`config.mk`:
```
export PLATFORM = sky130hd
export DESIGN_NAME = prio_force_reg_flat
export DESIGN_NICKNAME = d
export VERILOG_FILES = /design/src/rtl/prio_force_reg_pkg.sv /design/src/rtl/prio_force_reg_if.sv /design/src/rtl/prio_force_reg_prio_enc_lsb.sv /design/src/rtl/prio_force_reg.sv /design/src/flat_wrapper.sv
export SDC_FILE = /design/constraint.sdc
export NUM_CORES = 1
export LEC_CHECK = 0
export CAP_MARGIN = 20
export CORE_ASPECT_RATIO = 0.8
export CORE_MARGIN = 2
export CORE_UTILIZATION = 35
export DETAILED_ROUTE_END_ITERATION = 12
export PLACE_DENSITY = 0.65
export SLEW_MARGIN = 10
export SYNTH_ARGS = -nofsm -noshare
export SYNTH_HDL_FRONTEND = slang
export SYNTH_HIERARCHICAL = 1
export SYNTH_SLANG_ARGS = --single-unit
```
`constraint.sdc`:
```
create_clock -name clk -period 1.7 [get_ports clk]
set_input_delay 0.34 -clock clk [delete_from_list [all_inputs] [get_ports clk]]
set_output_delay 0.34 -clock clk [all_outputs]
set_load 0.02 [all_outputs]
```
`src/rtl/prio_force_reg_pkg.sv`:
```
// Shared types and helpers for the prioritised force register.
//   pf_state_t : IDLE / FORCED / RELEASE register states
//   idx_w()    : width of a request index, never less than one bit
package prio_force_pkg;

  typedef enum logic [1:0] {IDLE, FORCED, RELEASE} pf_state_t;

  function automatic int idx_w(input int n);
    return (n > 1) ? $clog2(n) : 1;
  endfunction

endpackage

```
`src/rtl/prio_force_reg_if.sv`:
```
// Request/response bundle for prio_force_reg.
//   master : drives force_req, d, en; observes q, forced, force_idx, force_events
//   slave  : the register side of the same signals
interface prio_force_reg_if #(
  parameter int WIDTH     = 2,
  parameter int NUM_FORCE = 3,
  parameter int CNT_W     = 8
);
  localparam int IW = prio_force_pkg::idx_w(NUM_FORCE);

  logic [NUM_FORCE-1:0] force_req;
  logic [WIDTH-1:0]     d;
  logic                 en;
  logic [WIDTH-1:0]     q;
  logic                 forced;
  logic [IW-1:0]        force_idx;
  logic [CNT_W-1:0]     force_events;

  modport master (output force_req, d, en,
                  input  q, forced, force_idx, force_events);
  modport slave  (input  force_req, d, en,
                  output q, forced, force_idx, force_events);
endinterface

```
`src/rtl/prio_force_reg_prio_enc_lsb.sv`:
```
// Lowest-index-first priority encoder (combinational).
//   req   : request vector, bit 0 wins
//   valid : any request set
//   idx   : index of the winning request (0 when none)
module prio_enc_lsb #(
  parameter int N  = 3,
  parameter int IW = prio_force_pkg::idx_w(N)
) (
  input  logic [N-1:0]  req,
  output logic          valid,
  output logic [IW-1:0] idx
);
  always_comb begin
    valid = |req;
    idx   = '0;
    // Scan downward so the lowest set bit is the last assignment.
    for (int i = N - 1; i >= 0; i--)
      if (req[i]) idx = IW'(i);
  end
endmodule

```
`src/rtl/prio_force_reg.sv`:
```
// Register with NUM_FORCE prioritised force sources, release hold-off and a
// saturating count of entries into FORCED.
//   clk, rst_n : rising-edge clock, async active-low reset
//   bus        : force_req/d/en in; q/forced/force_idx/force_events out
module prio_force_reg
  import prio_force_pkg::*;
#(
  parameter int                         WIDTH       = 2,
  parameter int                         NUM_FORCE   = 3,
  parameter logic [NUM_FORCE*WIDTH-1:0] FORCE_VALS  = {2'd0, 2'd1, 2'd2},
  parameter logic [WIDTH-1:0]           RESET_VAL   = '0,
  parameter int                         RELEASE_CYC = 2,
  parameter int                         CNT_W       = 8
) (
  input logic            clk,
  input logic            rst_n,
  prio_force_reg_if.slave bus
);
  localparam int IW = idx_w(NUM_FORCE);
  localparam int RW = (RELEASE_CYC > 0) ? $clog2(RELEASE_CYC + 1) : 1;
  localparam logic [RW-1:0] RCNT_INIT = RW'((RELEASE_CYC > 0) ? RELEASE_CYC - 1 : 0);

  pf_state_t        st, st_nxt;
  logic [WIDTH-1:0] q_r, q_nxt, fval;
  logic [IW-1:0]    idx_r, idx_nxt, w;
  logic [RW-1:0]    rcnt, rcnt_nxt;
  logic [CNT_W-1:0] evt;
  logic             evt_inc, any_force;

  prio_enc_lsb #(.N(NUM_FORCE), .IW(IW)) u_enc (
    .req   (bus.force_req),
    .valid (any_force),
    .idx   (w)
  );

  always_comb begin
    st_nxt   = st;
    q_nxt    = q_r;
    idx_nxt  = idx_r;
    rcnt_nxt = rcnt;
    evt_inc  = 1'b0;
    fval     = FORCE_VALS[int'(w)*WIDTH +: WIDTH];
    unique case (st)
      IDLE: begin
        if (any_force) begin
          q_nxt   = fval;
          idx_nxt = w;
          st_nxt  = FORCED;
          evt_inc = 1'b1;
        end else if (bus.en) begin
          q_nxt = bus.d;
        end
      end
      FORCED: begin
        // Pre-emption in either direction stays in FORCED without counting.
        if (any_force) begin
          q_nxt   = fval;
          idx_nxt = w;
        end else if (RELEASE_CYC == 0) begin
          st_nxt = IDLE;
          if (bus.en) q_nxt = bus.d;
        end else begin
          st_nxt   = RELEASE;
          rcnt_nxt = RCNT_INIT;
        end
      end
      RELEASE: begin
        if (any_force) begin
          q_nxt   = fval;
          idx_nxt = w;
          st_nxt  = FORCED;
          evt_inc = 1'b1;
        end else if (rcnt == '0) begin
          st_nxt = IDLE;
          if (bus.en) q_nxt = bus.d;
        end else begin
          rcnt_nxt = rcnt - 1'b1;
        end
      end
      default: st_nxt = IDLE;
    endcase
  end

  always_ff @(posedge clk or negedge rst_n) begin
    if (!rst_n) begin
      st    <= IDLE;
      q_r   <= RESET_VAL;
      idx_r <= '0;
      rcnt  <= '0;
      evt   <= '0;
    end else begin
      st    <= st_nxt;
      q_r   <= q_nxt;
      idx_r <= idx_nxt;
      rcnt  <= rcnt_nxt;
      if (evt_inc && evt != '1) evt <= evt + 1'b1;
    end
  end

  assign bus.q            = q_r;
  assign bus.forced       = (st != IDLE);
  assign bus.force_idx    = idx_r;
  assign bus.force_events = evt;
endmodule

```
`src/flat_wrapper.sv`:
```
// flat-port wrapper written by rule: the top's interface ports become plain ports
module prio_force_reg_flat import prio_force_pkg::*;
#(
  parameter int                         WIDTH       = 2,
  parameter int                         NUM_FORCE   = 3,
  parameter logic [NUM_FORCE*WIDTH-1:0] FORCE_VALS  = {2'd0, 2'd1, 2'd2},
  parameter logic [WIDTH-1:0]           RESET_VAL   = '0,
  parameter int                         RELEASE_CYC = 2,
  parameter int                         CNT_W       = 8
)
  (clk, rst_n, bus_force_req, bus_d, bus_en, bus_q, bus_forced, bus_force_idx, bus_force_events);
  prio_force_reg_if #(.WIDTH(WIDTH), .NUM_FORCE(NUM_FORCE), .CNT_W(CNT_W)) bus_i ();
  input logic clk;
  input logic rst_n;
  input wire logic [$bits(bus_i.force_req)-1:0] bus_force_req;
  input wire logic [$bits(bus_i.d)-1:0] bus_d;
  input wire logic [$bits(bus_i.en)-1:0] bus_en;
  output wire logic [$bits(bus_i.q)-1:0] bus_q;
  output wire logic [$bits(bus_i.forced)-1:0] bus_forced;
  output wire logic [$bits(bus_i.force_idx)-1:0] bus_force_idx;
  output wire logic [$bits(bus_i.force_events)-1:0] bus_force_events;
  assign bus_i.force_req = bus_force_req;
  assign bus_i.d = bus_d;
  assign bus_i.en = bus_en;
  assign bus_q = bus_i.q;
  assign bus_forced = bus_i.forced;
  assign bus_force_idx = bus_i.force_idx;
  assign bus_force_events = bus_i.force_events;
  prio_force_reg #(.WIDTH(WIDTH), .NUM_FORCE(NUM_FORCE), .FORCE_VALS(FORCE_VALS), .RESET_VAL(RESET_VAL), .RELEASE_CYC(RELEASE_CYC), .CNT_W(CNT_W)) u_core (.clk(clk), .rst_n(rst_n), .bus(bus_i));
endmodule
```
# == Word level (Yosys, flattened, before mapping) ==
# Cells that the tools add are included.
# word_totals
reg_bits,16
out_inout_bits,13
elab_cells,50
# classes
n_addsub,2
eq_ne,9
n_shift,1
mux,20
reduce_logical,13
# op_table
operator,n
two-way mux 2 bit,15
one-hot mux 2 bit (3 select lines),2
"adder 8 x 1 -> 8 bit, second input constant",1
"!= test 8 bit, second input constant",1
"!= test 2 bit, second input constant",3
AND reduction 3 bit,2
OR reduction 3 bit,2
"variable part select 6 x 4 -> 2 bit, first input constant",1
zero test 2 bit,2
"!= test 2 x 1 -> 1 bit, second input constant",2
one-hot mux 2 bit (2 select lines),1
AND reduction 4 bit,1
nonzero test 2 bit,2
"!= test 3 x 1 -> 1 bit, second input constant",1
nonzero test 3 bit,1
"equality test 2 x 1 -> 1 bit, second input constant",1
"equality test 2 bit, second input constant",1
two-way mux 1 bit,2
AND reduction 2 bit,1
OR reduction 2 bit,1
"subtractor 2 x 1 -> 2 bit, second input constant",1
logical AND 1 bit,1

# == Longest topological paths before layout ==
# logic_depth
depth_word,6
mapped_depth,6

# == Modules after synthesis ==
# The synthesis kept the hierarchy.
# by_module_without_submodules
module,instances,cells_each,area_per_inst_um2,seq_area_each_um2
prio_force_reg,1,75,810.8,400.4
prio_enc_lsb,1,3,20.0,0.0

# == Worst setup path after synthesis ==
# Ideal clock, no wire load.
# synth_timing
kind,in2reg
start,input port bus_force_req[1]
end,register u_core.q_r[0] (netlist: u_core/bus.q[0])
setup_ns,0.125
arrival_time_ns,1.625
t_required_ns,1.575
setup_slack_ns,-0.049
path_stages,4
path_buffers,0
path_cell_list,or3_1 -> and2b_4 -> mux2_4 -> mux2_2
# synth_between
elab_chain_len,5
elab_cells_between_ends,11
classes_between,2 x eq/ne; 1 x shift; 6 x mux; 2 x reduce/logical
# synth_rtl
item,line_no,text
"start, declared",flat_wrapper.sv:15,input wire logic [$bits(bus_i.force_req)-1:0] bus_force_req;
two-way mux 2 bit (2 in a row),prio_force_reg_prio_enc_lsb.sv:18,if (req[i]) idx = IW'(i);
variable part select 6 x 4 -> 2 bit,prio_force_reg.sv:42,fval = FORCE_VALS[int'(w)*WIDTH +: WIDTH];
two-way mux 2 bit (on tied branches),"prio_force_reg.sv:68, prio_force_reg.sv:45, prio_force_reg.sv:56",
one-hot mux 2 bit (3 select lines),prio_force_reg.sv:43,unique case (st)
"end signal, assigned",prio_force_reg.sv:93,q_r <= q_nxt;
"end, declared",prio_force_reg.sv:24,"logic [WIDTH-1:0] q_r, q_nxt, fval;"
# Several ways; a longest one is shown, not always the timed one. The select of a mux whose other input is x is not followed.
# A chain may end at the register's enable or synchronous reset.

# == Worst setup path in the final report ==
# layout_timing
start,input port bus_force_req[2]
end,register u_core.q_r[1] (netlist: u_core/bus.q[1])
# layout_between
elab_cells_between_ends,12
classes_between,2 x eq/ne; 1 x shift; 7 x mux; 2 x reduce/logical
# layout_rtl
item,line_no,text
OR reduction 3 bit (*),prio_force_reg_prio_enc_lsb.sv:14,valid = |req;
via u_core.any_force,prio_force_reg.sv:28,"logic evt_inc, any_force;"
!= test 3 x 1 -> 1 bit (no source line) (tied with other cells),--,
AND reduction 3 bit (no source line) or one-hot mux 2 bit (3 select lines) (tied branches),--,
# Mark *: on every way through the listed nets, which the timed path passes. The rest lies on a longest branch. The select of a mux whose other input is x is not followed.

==> impl_metrics.env <==
export IMPL_wirelength_mm=1.711
export IMPL_library_cell_used_as_clock_root_buffer="clkbuf_4"
export IMPL_syn_instance_count=78
export IMPL_path_depth_of_the_worst_reg2reg_path=6
export IMPL_design_final_nets=121
export IMPL_power_net_switching_w=0.0004095
export IMPL_setup_total_negative_slack_ns=0
export IMPL_synth_ff_latch_count=16
export IMPL_die_height_um=47.58
export IMPL_clk_path_buf_depth=2
export IMPL_grt_start_max_net_pins=17
export IMPL_crit_required_ns=1.87
export IMPL_synth_top_family_by_area="simple AND/OR/NAND/NOR gates"
export IMPL_postPlaceCellArea_um2=1130
export IMPL_slew_limit_headroom_pct=77.21
export IMPL_run_status="completed"
export IMPL_clk_pin_slew_ns=0.08
export IMPL_leakage_nw=0.6075
export IMPL_ys_types=30
export IMPL_crit_path_max_fanout=5
export IMPL_number_of_flops_mapped_to_enable_cells_by_yosys=0
export IMPL_number_of_antenna_violations_at_the_first_check_in_global_routing=0
export IMPL_syn_num_nets=88
export IMPL_timing_rr_start="u_core/rcnt[0]$_DFFE_PN0P_"
export IMPL_hold_viol=0
export IMPL_report_final_slew_viol_count=0
export IMPL_rrSetupSlack_ns=0.15
export IMPL_timing_rr_end="u_core/bus.q[1]$_DFFE_PN0P_"
export IMPL_antenna_violating_nets_post_route=0
export IMPL_netlist_top_cell_by_area="dfrtp_1"
export IMPL_synth_most_common_cell="dfrtp_1"
export IMPL_cts_hold_buffers_added=0
export IMPL_floorplan_core_area_um2=2196
export IMPL_max_cap_violations=0
export IMPL_area_delta_synth_final_pct=39.31
export IMPL_power_combinational_fraction_pct=36.9
export IMPL_die_area_um2=2782
export IMPL_cell_area_after_synthesis_um2=830.8
export IMPL_htreeDepth=1
export IMPL_grt_overflow=0
export IMPL_cts_sinks=16
export IMPL_floorplan_initialDensity_pct=37.83
export IMPL_crit_path_arrival_time_ns=1.83
export IMPL_cts_inserted_buffers=3
export IMPL_postCtsSetupBuffers=0
export IMPL_crit_path_end_kind="register"
export IMPL_routed_via_density=5.343
export IMPL_share_seq_of_total_power_pct=47.2
export IMPL_synth_top_flop_cell="dfrtp_1"
export IMPL_fin_area_um2=1157
export IMPL_post_synth_most_frequent_cells="dfrtp_1 (16), a21oi_1 (12), mux2_2 (5)"
export IMPL_worstHoldPathType="input pin to asynchronous set/reset pin"
export IMPL_synth_xor_area_share_pct=1.054
export IMPL_synth_area_leaders="dfrtp_1 (48%), a21oi_1 (7.2%), mux2_2 (6.8%)"
export IMPL_routed_via_count=716
export IMPL_synthArstFlopShare_pct=100.0
export IMPL_yosys_warnings=6
export IMPL_period_needed_ns=1.662
export IMPL_final_setup_viol_count=0
export IMPL_grt_pass1_wl_mm=2.794
export IMPL_first_global_vias=647
export IMPL_power_density_cell_area_nw_per_um2=1010
export IMPL_grt_use_total_pct=13.88
export IMPL_crit_chain="dlygate4sd2_1, or3_4, and2b_4, mux2_4, mux2_2"
export IMPL_synth_compound_gate_area_share_pct=15.36
export IMPL_hpwl_mm=1.339
export IMPL_finalWeightedCongestion=0.7172
export IMPL_synth_adder_area_share_pct=3.012
export IMPL_std_cell_rows=15
export IMPL_cp_slowest_cell="or3_4"
export IMPL_antenna_diode_count=0
export IMPL_final_layout_size_suffix_gt1_share_pct=21.10
export IMPL_worst_clock_skew_ns=0.005989
export IMPL_initialDrtViolationCount=6
export IMPL_synth_top_cell_area_share_pct=48.19
export IMPL_timing_critical_path_max_delay_family="simple AND/OR/NAND/NOR gates"
export IMPL_clock_latency_ns=0.28
export IMPL_synth_mux_area_share_pct=10.39
export IMPL_switching_share_pct=35.04
export IMPL_critical_path_class="input pin to register"
export IMPL_drt_pass1_iter_count=4
export IMPL_placed_cells=131
export IMPL_highest_clock_rate_mhz=601.6
export IMPL_timing_worst_slew_pin_value_ns=0.3412
export IMPL_port_buffer_count=20
export IMPL_setup_repair_after_global_routing_missed_its_margin="no"
export IMPL_peakVddDrop_mv=0.7949
export IMPL_critPathLaunchType="input pin"
export IMPL_synth_yosys_seq_area_share_pct=48.19
export IMPL_cts_tree="yes"
export IMPL_route_detailed_drc=0
export IMPL_synthSimpleGateAreaFrac_pct=19.58
export IMPL_avgSynthCellArea_um2=10.65
export IMPL_timing_final_crit_share_pct=97.78
export IMPL_design_portCount=21
export IMPL_post_layout_nonfiller_instances=134
export IMPL_report_power_total_w=0.001169
export IMPL_cp_slowest_stage_delay_ns=0.41
export IMPL_wl_per_cell_um=12.77
export IMPL_share_clk_of_total_power_pct=15.9
export IMPL_number_of_buffer_and_inverter_instances_along_the_worst_setup_path=1
export IMPL_cellInternalPower_w=0.0007593
export IMPL_die_w_um=58.47
export IMPL_whs_ns=0.3722
## worst max path at each step
stage                                            from                     endpoint  cells after the start
2_1_floorplan                        bus_force_req[1]  u_core/bus.q[0]$_DFFE_PN0P_                      4
3_3_place_gp                         bus_force_req[1]  u_core/bus.q[0]$_DFFE_PN0P_                      5
3_5_place_dp                         bus_force_req[1]  u_core/bus.q[1]$_DFFE_PN0P_                      5
4_1_cts        u_core/bus.force_events[2]$_DFFE_PN0P_          bus_force_events[2]                      1
5_1_grt        u_core/bus.force_events[1]$_DFFE_PN0P_          bus_force_events[1]                      1
6_report                             bus_force_req[2]  u_core/bus.q[1]$_DFFE_PN0P_                      5
## layout make-up
type	instances	area, um2
sequential	16	400.4
inverter	4	15.01
tap	25	31.28
clock buffer	3	22.52
fill	205	1039
timing repair buffer	29	272.8
multi-input combinational	57	415.4
## placed cells by master (no fill, tap or decap), types with 2 or more instances in the layout
cell type / instances
dfrtp_1: 16
a21oi_1: 12
clkdlybuf4s50_1: 9
buf_4: 9
dlygate4sd2_1: 6
dlymetal6s2s_1: 5
mux2_2: 5
inv_1: 4
nor2_1: 4
nand2_1: 4
clkbuf_4: 3
nand2b_1: 3
nor2b_1: 3
mux2_4: 2
and4b_1: 2
and4_1: 2
a31oi_1: 2
ha_1: 2
## repair_timing
| action | in CTS | in global routing |
|---|---|---|
| setup endpoints to repair | 8 | 5 |
| endpoints found under the hold margin | 0 | 0 |
| gates resized for setup | 6 | 5 |
| pin swaps | 1 | 0 |
## registers in the layout, indices dropped and copies added (netlist names)
| signal | cells |
|---|---|
| u_core/bus.force_events | 8 |
| u_core/bus.force_idx | 2 |
| u_core/bus.q | 2 |
| u_core/rcnt | 2 |
| u_core/st | 2 |
## routing by layer
metal  global-route usage, %  part of all wire, %  vias up
met5                       0                    0        -
met4                   4.186                 0.82        0
met3                   5.946                  4.6        2
met2                   20.90                   46       18
met1                   18.38                   48      347
li1                        -                    -      349
## per-stage QoR
step           util (%)  setup WS, ns
2_1_floorplan         -       0.02263
3_3_place_gp      51.45       -0.4161
3_5_place_dp      51.45       -0.4779
4_1_cts           52.14       0.01828
5_1_grt           52.71       0.01867
6_report          52.71       0.03767
## power groups by stage
stage	clock, W	combinational [W]	sequential (W)
after detailed placement	0	0.000453	0.000559
after floorplan	0	0.000152	0.000629
after global placement	0	0.000447	0.000551
after CTS	0.000197	0.000443	0.000552
final	0.000186	0.000431	0.000552
after global routing	0.000213	0.000468	0.000567
## logic make-up after synthesis
| family | Yosys count |
|---|---|
| flip-flops | 16 |
| buffers and inverters | 5 |
| AND/OR/NAND/NOR | 26 |
| AO/OA/AOI/OAI | 21 |
| XOR/XNOR | 1 |
| adder cells (fa/ha/maj) | 2 |
| multiplexers | 7 |
No activity file was read; power rests on OpenSTA's default activity.
